**src/rtl/uart_tx.sv**
```systemverilog
// uart_tx: register-mapped UART transmitter with a TX FIFO; define UART_TX_PARITY_EN to add an even-parity bit.
module uart_tx #(
  parameter int FIFO_DEPTH = 8
) (
  input  logic        clk_i,
  input  logic        rst_i,
  input  logic [31:0] addr_i,
  input  logic [31:0] data_i,
  output logic [31:0] data_o,
  input  logic        we_i,
  output logic        tx_o,
  output logic        irq_o
);
  localparam int AW = $clog2(FIFO_DEPTH);
  localparam int CW = AW + 1;
`ifdef UART_TX_PARITY_EN
  localparam int CTRL_W = 3;
  typedef enum logic [2:0] {IDLE, START, DATA, PARITY, STOP} state_e;
`else
  localparam int CTRL_W = 2;
  typedef enum logic [1:0] {IDLE, START, DATA, STOP} state_e;
`endif
  state_e state_q, state_d, after_data;
  logic [CTRL_W-1:0] ctrl_q, ctrl_d;
  logic ovf_q, ovf_d;
  logic [15:0] baud_q, baud_d, cnt_q, cnt_d;
  logic [7:0] shreg_q, shreg_d;
  logic [2:0] bit_q, bit_d;
  logic [AW-1:0] wptr_q, rptr_q;
  logic [CW-1:0] count_q;
  logic [7:0] mem_q [FIFO_DEPTH];
  logic sel_ctrl, sel_stat, sel_baud, sel_tx;
  logic full, empty, busy, tx_en, irq_en, bit_end, push, pop;
  logic unused_bits;
  assign unused_bits = ^{addr_i[31:8], data_i[31:16]};
  assign sel_ctrl = addr_i[7:0] == 8'h00;
  assign sel_stat = addr_i[7:0] == 8'h04;
  assign sel_baud = addr_i[7:0] == 8'h08;
  assign sel_tx = addr_i[7:0] == 8'h0C;
  assign tx_en = ctrl_q[0];
  assign irq_en = ctrl_q[1];
  assign full = count_q == CW'(FIFO_DEPTH);
  assign empty = count_q == '0;
  assign busy = state_q != IDLE;
  assign bit_end = cnt_q == 16'd0;
  assign irq_o = irq_en & empty & ~busy;
  assign pop = tx_en & ~empty & (state_q == IDLE | (state_q == STOP & bit_end));
  assign push = we_i & sel_tx & (~full | pop);
  assign ctrl_d = we_i & sel_ctrl ? data_i[CTRL_W-1:0] : ctrl_q;
  assign baud_d = we_i & sel_baud ? (data_i[15:0] == 16'd0 ? 16'd1 : data_i[15:0]) : baud_q;
  assign ovf_d = (we_i & sel_tx & full & ~pop) | (ovf_q & ~(we_i & sel_stat & data_i[3]));
  assign data_o = sel_ctrl ? 32'(ctrl_q)
                : sel_stat ? {23'd0, 5'(count_q), ovf_q, empty, full, busy}
                : sel_baud ? {16'd0, baud_q}
                : 32'd0;
`ifdef UART_TX_PARITY_EN
  logic par_q, par_d;
  assign after_data = ctrl_q[2] ? PARITY : STOP;
`else
  assign after_data = STOP;
`endif
  always_comb begin
    tx_o = 1'b1;
    if (state_q == START) tx_o = 1'b0;
    else if (state_q == DATA) tx_o = shreg_q[0];
`ifdef UART_TX_PARITY_EN
    else if (state_q == PARITY) tx_o = par_q;
`endif
  end
  // Each state lasts BAUD clocks; BAUD is sampled only when a bit is entered.
  always_comb begin
    state_d = state_q;
    cnt_d = bit_end ? cnt_q : cnt_q - 16'd1;
    shreg_d = shreg_q;
    bit_d = bit_q;
`ifdef UART_TX_PARITY_EN
    par_d = par_q;
`endif
    if (pop) begin
      state_d = START;
      cnt_d = baud_q - 16'd1;
      shreg_d = mem_q[rptr_q];
`ifdef UART_TX_PARITY_EN
      par_d = ^mem_q[rptr_q];
`endif
    end else if (busy && bit_end) begin
      cnt_d = baud_q - 16'd1;
      case (state_q)
        START: begin
          state_d = DATA;
          bit_d = 3'd0;
        end
        DATA: begin
          shreg_d = shreg_q >> 1;
          bit_d = bit_q + 3'd1;
          state_d = bit_q == 3'd7 ? after_data : DATA;
        end
`ifdef UART_TX_PARITY_EN
        PARITY: state_d = STOP;
`endif
        default: state_d = IDLE;
      endcase
    end
  end
  always_ff @(posedge clk_i) begin
    if (push) mem_q[wptr_q] <= data_i[7:0];
  end
  always_ff @(posedge clk_i or posedge rst_i) begin
    if (rst_i) begin
      state_q <= IDLE;
      cnt_q <= '0;
      shreg_q <= '0;
      bit_q <= '0;
      ctrl_q <= '0;
      ovf_q <= 1'b0;
      baud_q <= 16'h01B2;
      wptr_q <= '0;
      rptr_q <= '0;
      count_q <= '0;
`ifdef UART_TX_PARITY_EN
      par_q <= 1'b0;
`endif
    end else begin
      state_q <= state_d;
      cnt_q <= cnt_d;
      shreg_q <= shreg_d;
      bit_q <= bit_d;
      ctrl_q <= ctrl_d;
      ovf_q <= ovf_d;
      baud_q <= baud_d;
      wptr_q <= wptr_q + AW'(push);
      rptr_q <= rptr_q + AW'(pop);
      count_q <= count_q + CW'(push) - CW'(pop);
`ifdef UART_TX_PARITY_EN
      par_q <= par_d;
`endif
    end
  end
endmodule

```
**config.mk**
```make
export PLATFORM = sky130hd
export DESIGN_NAME = uart_tx
export DESIGN_NICKNAME = d
export VERILOG_FILES = /design/src/rtl/uart_tx.sv
export SDC_FILE = /design/constraint.sdc
export NUM_CORES = 1
export LEC_CHECK = 0
export CAP_MARGIN = 25
export CORE_MARGIN = 3
export CORE_UTILIZATION = 53
export DETAILED_ROUTE_END_ITERATION = 12
export GPL_TIMING_DRIVEN = 1
export PLACE_DENSITY = 0.8
export SYNTH_ARGS = -nofsm -noshare
export SYNTH_HDL_FRONTEND = slang
export SYNTH_SLANG_ARGS = --single-unit
export TNS_END_PERCENT = 5
```
**constraint.sdc**
```tcl
create_clock -name clk_i -period 3.7 [get_ports clk_i]
set_clock_uncertainty 0.2 [all_clocks]
set_input_delay 1.11 -clock clk_i [delete_from_list [all_inputs] [get_ports clk_i]]
set_output_delay 1.11 -clock clk_i [all_outputs]
set_load 0.005 [all_outputs]
```
==> results.sh, run 1 <==
export IMPL_outcome="complete, but fails checks"
export IMPL_violations="setup timing"
export IMPL_h_tree_depth=4
export IMPL_yosysWarnings=0
export IMPL_synth_seq_area_share_pct=56.57
export IMPL_syn_inst=458
export IMPL_post_route_min_period_ps=3784
export IMPL_nFillCells=770
export IMPL_fp_dieW_um=112.2
export IMPL_die_h_um=112.2
export IMPL_drive_gt1_share_pct=22.94
export IMPL_core_area_sq_um=10940
export IMPL_place_congestion=0.8515
export IMPL_drt_first_pass_iters=5
export IMPL_final_cells=685
export IMPL_synthToLayoutAreaGrowth_pct=22.70
export IMPL_clockBufferDepth=2
export IMPL_drt_iter0_drc=437
export IMPL_hold_class="reg -> reg"
export IMPL_finalHoldViolCount=0
export IMPL_grt_overflow=0
export IMPL_synth_top_area_cell="edfxtp_1"
export IMPL_pre_cts_slack_ps=-331.2
export IMPL_track_usage_pct=22.55
export IMPL_vias=4086
export IMPL_netlist_area_sq_um=5974
export IMPL_grt_max_degree=59
export IMPL_start_util_pct=54.63
export IMPL_cts_buffers=17
export IMPL_worstPathMaxFanout=4
export IMPL_worst_pin_slew_ps=951.0
export IMPL_postLayoutCoreUtil_pct=67.04
export IMPL_maxSlewViolCount=0
export IMPL_dp_hpwl_um=8755
export IMPL_num_rows=38
export IMPL_path_clk_slew_ps=60
export IMPL_synth_flop_cell="edfxtp_1"
export IMPL_max_freq_ghz=0.2643
export IMPL_max_cap_violations=0
export IMPL_vdd_drop_max_v=0.0003351
export IMPL_antenna_found_initial=0
export IMPL_wl_per_cell_um=19.86
export IMPL_critPathRequiredTime_ps=2390
export IMPL_synth_top_cells_by_count="edfxtp_1, dfrtp_1, nor2_1"
export IMPL_synthArstFlopShare_pct=47.54
export IMPL_placedCellCount=650
export IMPL_synth_most_common_cell="edfxtp_1"
export IMPL_tns_ps=-245.3
export IMPL_synth_edf_count=64
export IMPL_clk_latency_ps=410
export IMPL_p_leak_nw=3.081
export IMPL_synth_area_leaders="edfxtp_1, dfrtp_1, mux4_2"
export IMPL_finalSetupViolations=3
export IMPL_timing_final_crit_share_pct=102.3
export IMPL_powerDensity_nw_per_um2=606.0
export IMPL_io_pins=101
export IMPL_synth_top_area_share_pct=32.17
export IMPL_synth_seq_cells=122
export IMPL_slew_headroom_pct=36.01
export IMPL_cp_arrival_ps=2470
export IMPL_rsz0062_at_grt="true"
export IMPL_die_area_sq_um=12580
export IMPL_ant_nets=0
export IMPL_drc=0
export IMPL_clock_sinks=122
export IMPL_endpoint_kind="primary output"
export IMPL_diodes=0
export IMPL_nets=618
export IMPL_finalWorstSetupSlack_ps=-84.14
export IMPL_critPathLaunchType="input port"
export IMPL_cts_root_buf="clkbuf_16"
export IMPL_routed_via_density=5.965
export IMPL_syn_area_per_cell_sq_um=13.04
export IMPL_synth_cell_type_count=59
export IMPL_grt_pass1_vias=4088
export IMPL_wl_um=13610
export IMPL_cts_tree="built"
export IMPL_grt_pass1_wl_um=21960
export IMPL_ctsHoldBuffers=0
export IMPL_port_buffers=44
export IMPL_crit_type="in -> out"
-- path summary, 6_finish.rpt --
| check | slack [ps] | from | depth (start not counted) | to |
|---|---|---|---|---|
| worst max-delay path | -80 | addr_i[6] | 7 | data_o[14] |
| worst min-delay path | 310 | ovf_q | 1 | ovf_q |
| worst max register to register | 310 | count_q[2] | 11 | wptr_q[2] |
| worst min register to register | 310 | ovf_q | 1 | ovf_q |
| max in group asynchronous | 1760 | rst_i | 3 | baud_q[15] |
| min in group asynchronous | 1020 | rst_i | 3 | rptr_q[0] |
-- cell families after synthesis --
kind of cell,after synthesis,share of synthesized area (%)
flip-flops,122,56.57
AND/OR/NAND/NOR,122,11.75
AO/OA/AOI/OAI,66,7.414
buffers and inverters,54,4.544
multiplexers,47,11.60
XOR/XNOR,27,3.958
adder cells (fa/ha/maj),19,4.105
other,1,0.06277
-- layer usage --
layer / track usage (%) / wire length (um)
met3: 5.229 / 917
met1: 30.16 / 5752
met2: 35.64 / 6597
met4: 9.776 / 338
met5: 0 / 0
-- power breakdown --
part           leakage, nW  switching (mW)  internal (mW)
clock network        0.283           0.636           1.00
registers             1.31           0.242           1.61
logic                 1.49           0.465          0.484
total                 3.08            1.34           3.10
-- final cells by class --
class,count,area [sq um],area share (%)
flip-flops and latches,122,3379,46.10
clock buffers,17,425.4,5.803
repair buffers,77,719.4,9.814
clock inverters,15,165.2,2.253
inverters,17,63.81,0.8705
multi-input cells,297,2402,32.77
well taps,140,175.2,2.389
-- critical path, cell delays in order --
cell and delay (ps):
clkdlybuf4s50_1 410, nor2_2 120, and3_4 230, buf_6 130
buf_6 100, and3_1 160, clkdlybuf4s15_2 200
-- state kept, by name, indices dropped and copies added, names as in the netlist --
signal	count
rptr_q	3
mem_q	64
wptr_q	3
baud_q	16
state_q	2
count_q	4
ctrl_q	2
ovf_q	1
cnt_q	16
bit_q	3
shreg_q	8
-- cell usage in the layout, fill, tap and decap left out, types with 5 or more instances in the layout --
| master | Yosys | routed |
|---|---|---|
| edfxtp_1 | 64 | 64 |
| dfrtp_1 | 53 | 53 |
| buf_4 | 17 | 27 |
| nor2_1 | 26 | 22 |
| clkdlybuf4s50_1 | 0 | 22 |
| mux2_2 | 18 | 18 |
| nand2_1 | 18 | 18 |
| xor2_1 | 18 | 18 |
| ha_1 | 18 | 18 |
| clkbuf_16 | 0 | 17 |
| inv_1 | 17 | 16 |
| mux4_2 | 16 | 16 |
| conb_1 | 1 | 16 |
| a21oi_1 | 15 | 15 |
| mux2i_1 | 13 | 13 |
| nand3_1 | 12 | 12 |
| and3_1 | 11 | 10 |
| o22ai_1 | 10 | 10 |
| nor2b_1 | 10 | 9 |
| nor4_1 | 9 | 9 |
| xnor2_1 | 9 | 9 |
| dlygate4sd2_1 | 0 | 9 |
| nor3_1 | 8 | 8 |
| a211oi_1 | 8 | 8 |
| o21ai_0 | 7 | 7 |
| a22oi_1 | 6 | 6 |
| dfstp_2 | 5 | 5 |
| inv_6 | 0 | 5 |
| clkdlybuf4s15_2 | 0 | 5 |
| dlymetal6s2s_1 | 0 | 5 |
-- repair_timing --
item | in CTS | in global routing
gates cloned | 2 | 0
resized for setup | 42 | 8
buffers inserted | 1 | 0
pin swaps | 4 | 1
setup endpoints to repair | 16 | 9
-- through the flow --
stage,power [mW],hold WS [ps],instance area (sq um)
final,4.442,312.4,7331
after global routing,4.657,339.9,7331
after CTS,4.460,308.2,7326
after detailed placement,2.788,296.4,6689
after global placement,2.721,283.1,6689
after floorplan,2.529,266.6,6031
Note: power is estimated with default switching activity, not from simulation.
==> inputs of run 2 (changes only) <==
--- a/config.mk
+++ b/config.mk
@@ -6,8 +6,9 @@
 export NUM_CORES = 1
 export LEC_CHECK = 0
 export CAP_MARGIN = 25
-export CORE_MARGIN = 3
+export CORE_MARGIN = 1.5
 export CORE_UTILIZATION = 53
+export CTS_CLUSTER_SIZE = 16
 export DETAILED_ROUTE_END_ITERATION = 12
 export GPL_TIMING_DRIVEN = 1
 export PLACE_DENSITY = 0.8
==> run 2 against run 1 <==
  * Non-clock buffer count fell by 5
  * Largest power group unchanged
  * Largest cell class unchanged
  * Sequential cell count did not move
  * Sequential share of layout area rose by 0.36 points
  * Combinational power barely moved
  * Setup slack improved by 110 ps
  * The flow now finishes without violations
  * Die area fell by 5.3%
  * Global-route usage rose by 2.1 points
  * Register-to-register slack barely moved
  * Via count fell by 0.98%
  * Total power rose by 0.12%
  * First-iteration DRC count fell by 15%
==> results.sh, run 2 (synthesized netlist as in run 1, its figures left out) <==
export IMPL_drc=0
export IMPL_fp_dieW_um=109.2
export IMPL_cts_buffers=17
export IMPL_vias=4046
export IMPL_critPathTopFamily="buffers and inverters"
export IMPL_reg2reg_depth=11
export IMPL_critPathLaunchType="input port"
export IMPL_h_tree_depth=4
export IMPL_maxSlewViolCount=0
export IMPL_wl_per_cell_um=19.66
export IMPL_die_h_um=109.2
export IMPL_worstPathMaxFanout=13
export IMPL_rsz0062_at_grt="true"
export IMPL_cp_endpoint="data_o[13]"
export IMPL_grt_pass1_vias=4138
export IMPL_grt_overflow=0
export IMPL_worst_pin_slew_ps=937.6
export IMPL_tns_ps=0
export IMPL_drt_iter0_drc=372
export IMPL_regMostFlops="mem_q"
export IMPL_outcome="finished clean"
export IMPL_io_pins=101
export IMPL_drive_gt1_share_pct=22.22
export IMPL_r2r_slack_ps=320
export IMPL_layout_commonest_cell="edfxtp_1"
export IMPL_finalHoldViolCount=0
export IMPL_ctsHoldBuffers=0
export IMPL_clock_sinks=122
export IMPL_internal_power_mw=3.109
export IMPL_critical_path_startpoint="addr_i[6]"
export IMPL_synthToLayoutAreaGrowth_pct=21.74
export IMPL_hold_class="reg -> reg"
export IMPL_reg2reg_to="wptr_q[2]"
export IMPL_max_freq_ghz=0.2724
export IMPL_cp_slowest_cell="clkdlybuf4s50_1"
export IMPL_switching_share_pct=30.09
export IMPL_antenna_found_initial=0
export IMPL_start_util_pct=54.63
export IMPL_wl_um=13370
export IMPL_post_route_min_period_ps=3671
export IMPL_place_congestion=0.8735
export IMPL_cts_tree="built"
export IMPL_cts_root_buf="clkbuf_16"
export IMPL_nets=613
export IMPL_die_area_sq_um=11920
export IMPL_ant_nets=0
export IMPL_clockBufferDepth=2
export IMPL_endpoint_kind="primary output"
export IMPL_finalSetupViolations=0
export IMPL_final_cell_mix="edfxtp_1, dfrtp_1, clkdlybuf4s50_1"
export IMPL_track_usage_pct=24.60
export IMPL_timing_final_crit_share_pct=99.22
export IMPL_clk_latency_ps=420
export IMPL_core_area_sq_um=10940
export IMPL_largest_reg_flops=64
export IMPL_power_switching_mw=1.338
export IMPL_crit_buf_inv=3
export IMPL_grt_max_degree=32
export IMPL_port_buffers=44
export IMPL_grt_pass1_wl_um=21290
export IMPL_routed_via_density=5.950
export IMPL_holdWs_ps=309.5
export IMPL_postLayoutCoreUtil_pct=66.51
export IMPL_dp_hpwl_um=8959
export IMPL_crit_type="in -> out"
export IMPL_clockPowerShare_pct=37.0
export IMPL_crit_cells=6
export IMPL_diodes=0
export IMPL_reg_top3="mem_q (64), baud_q (16), cnt_q (16)"
export IMPL_num_rows=38
export IMPL_max_cap_violations=0
export IMPL_cp_arrival_ps=2360
export IMPL_rr_startpoint="count_q[2]"
export IMPL_power_frac_seq_pct=41.7
export IMPL_powerDensity_nw_per_um2=611.5
export IMPL_crit_chain="clkdlybuf4s50_1 -> nor2_2 -> and3_4 -> buf_12 -> and3_1 -> clkdlybuf4s15_1"
export IMPL_p_leak_nw=3.020
export IMPL_slowest_delay_ps=420
export IMPL_critPathRequiredTime_ps=2390
export IMPL_path_clk_slew_ps=60
export IMPL_combPwrFrac_pct=21.3
export IMPL_vdd_drop_max_v=0.0003605
export IMPL_slew_headroom_pct=36.92
export IMPL_drt_first_pass_iters=7
-- run 2: cell types whose count changed in the layout (fill, tap and decap cells not counted), sizes merged --
cell | before | now
buf | 33 | 28
clkdlybuf4s15 | 6 | 1
clkdlybuf4s50 | 22 | 24
clkbuf | 19 | 25
dlygate4sd2 | 9 | 11
clkinv | 4 | 3
dlymetal6s2s | 5 | 1
-- run 2: power by group through the flow --
stage                     clock [mW]  sequential [mW]  combinational [mW]
after floorplan                    0             1.76               0.773
after global placement             0             1.85               0.884
after detailed placement           0             1.87               0.929
after CTS                       1.66             1.85               0.950
after global routing            1.72             1.88                1.05
final                           1.65             1.85               0.948
-- run 2: worst min path at each step --
stage          start  endpoint  cells after the start  slack (ps)
3_3_place_gp   ovf_q     ovf_q                      1         280
4_1_cts        ovf_q     ovf_q                      1         310
5_1_grt        ovf_q     ovf_q                      1         330
2_1_floorplan  ovf_q     ovf_q                      1         270
3_5_place_dp   ovf_q     ovf_q                      1         290
6_report       ovf_q     ovf_q                      1         310
-- run 2: through the flow --
stage	area [sq um]	total power, mW	std cells	setup WS (ps)
floorplan	6031	2.529	473	276.0
global placement	6684	2.737	646	-311.1
detailed placement	6684	2.796	646	-369.9
CTS	7292	4.456	680	2.326
global route	7273	4.648	680	-26.10
finish	7273	4.448	680	28.76
-- run 2: cell type report --
type | count | area, sq um
multi-input combinational | 297 | 2407
tap | 140 | 175.2
fill | 783 | 3662
timing repair buffer | 72 | 658.1
clock buffer | 18 | 429.2
sequential | 122 | 3379
inverter | 17 | 63.81
clock inverter | 14 | 160.2
-- run 2: layer usage --
layer	up-vias	wire length [um]	track usage, %
li1	1830	-	-
met1	1997	5585	32.00
met2	180	6628	39.42
met3	39	802	5.081
met4	0	356	12.15
met5	-	0	0
-- run 2: timing repair --
action / CTS / global route
setup endpoints to repair: 16 / 10
setup buffers: 2 / 0
gates resized for setup: 28 / 15
pin swaps: 2 / 3
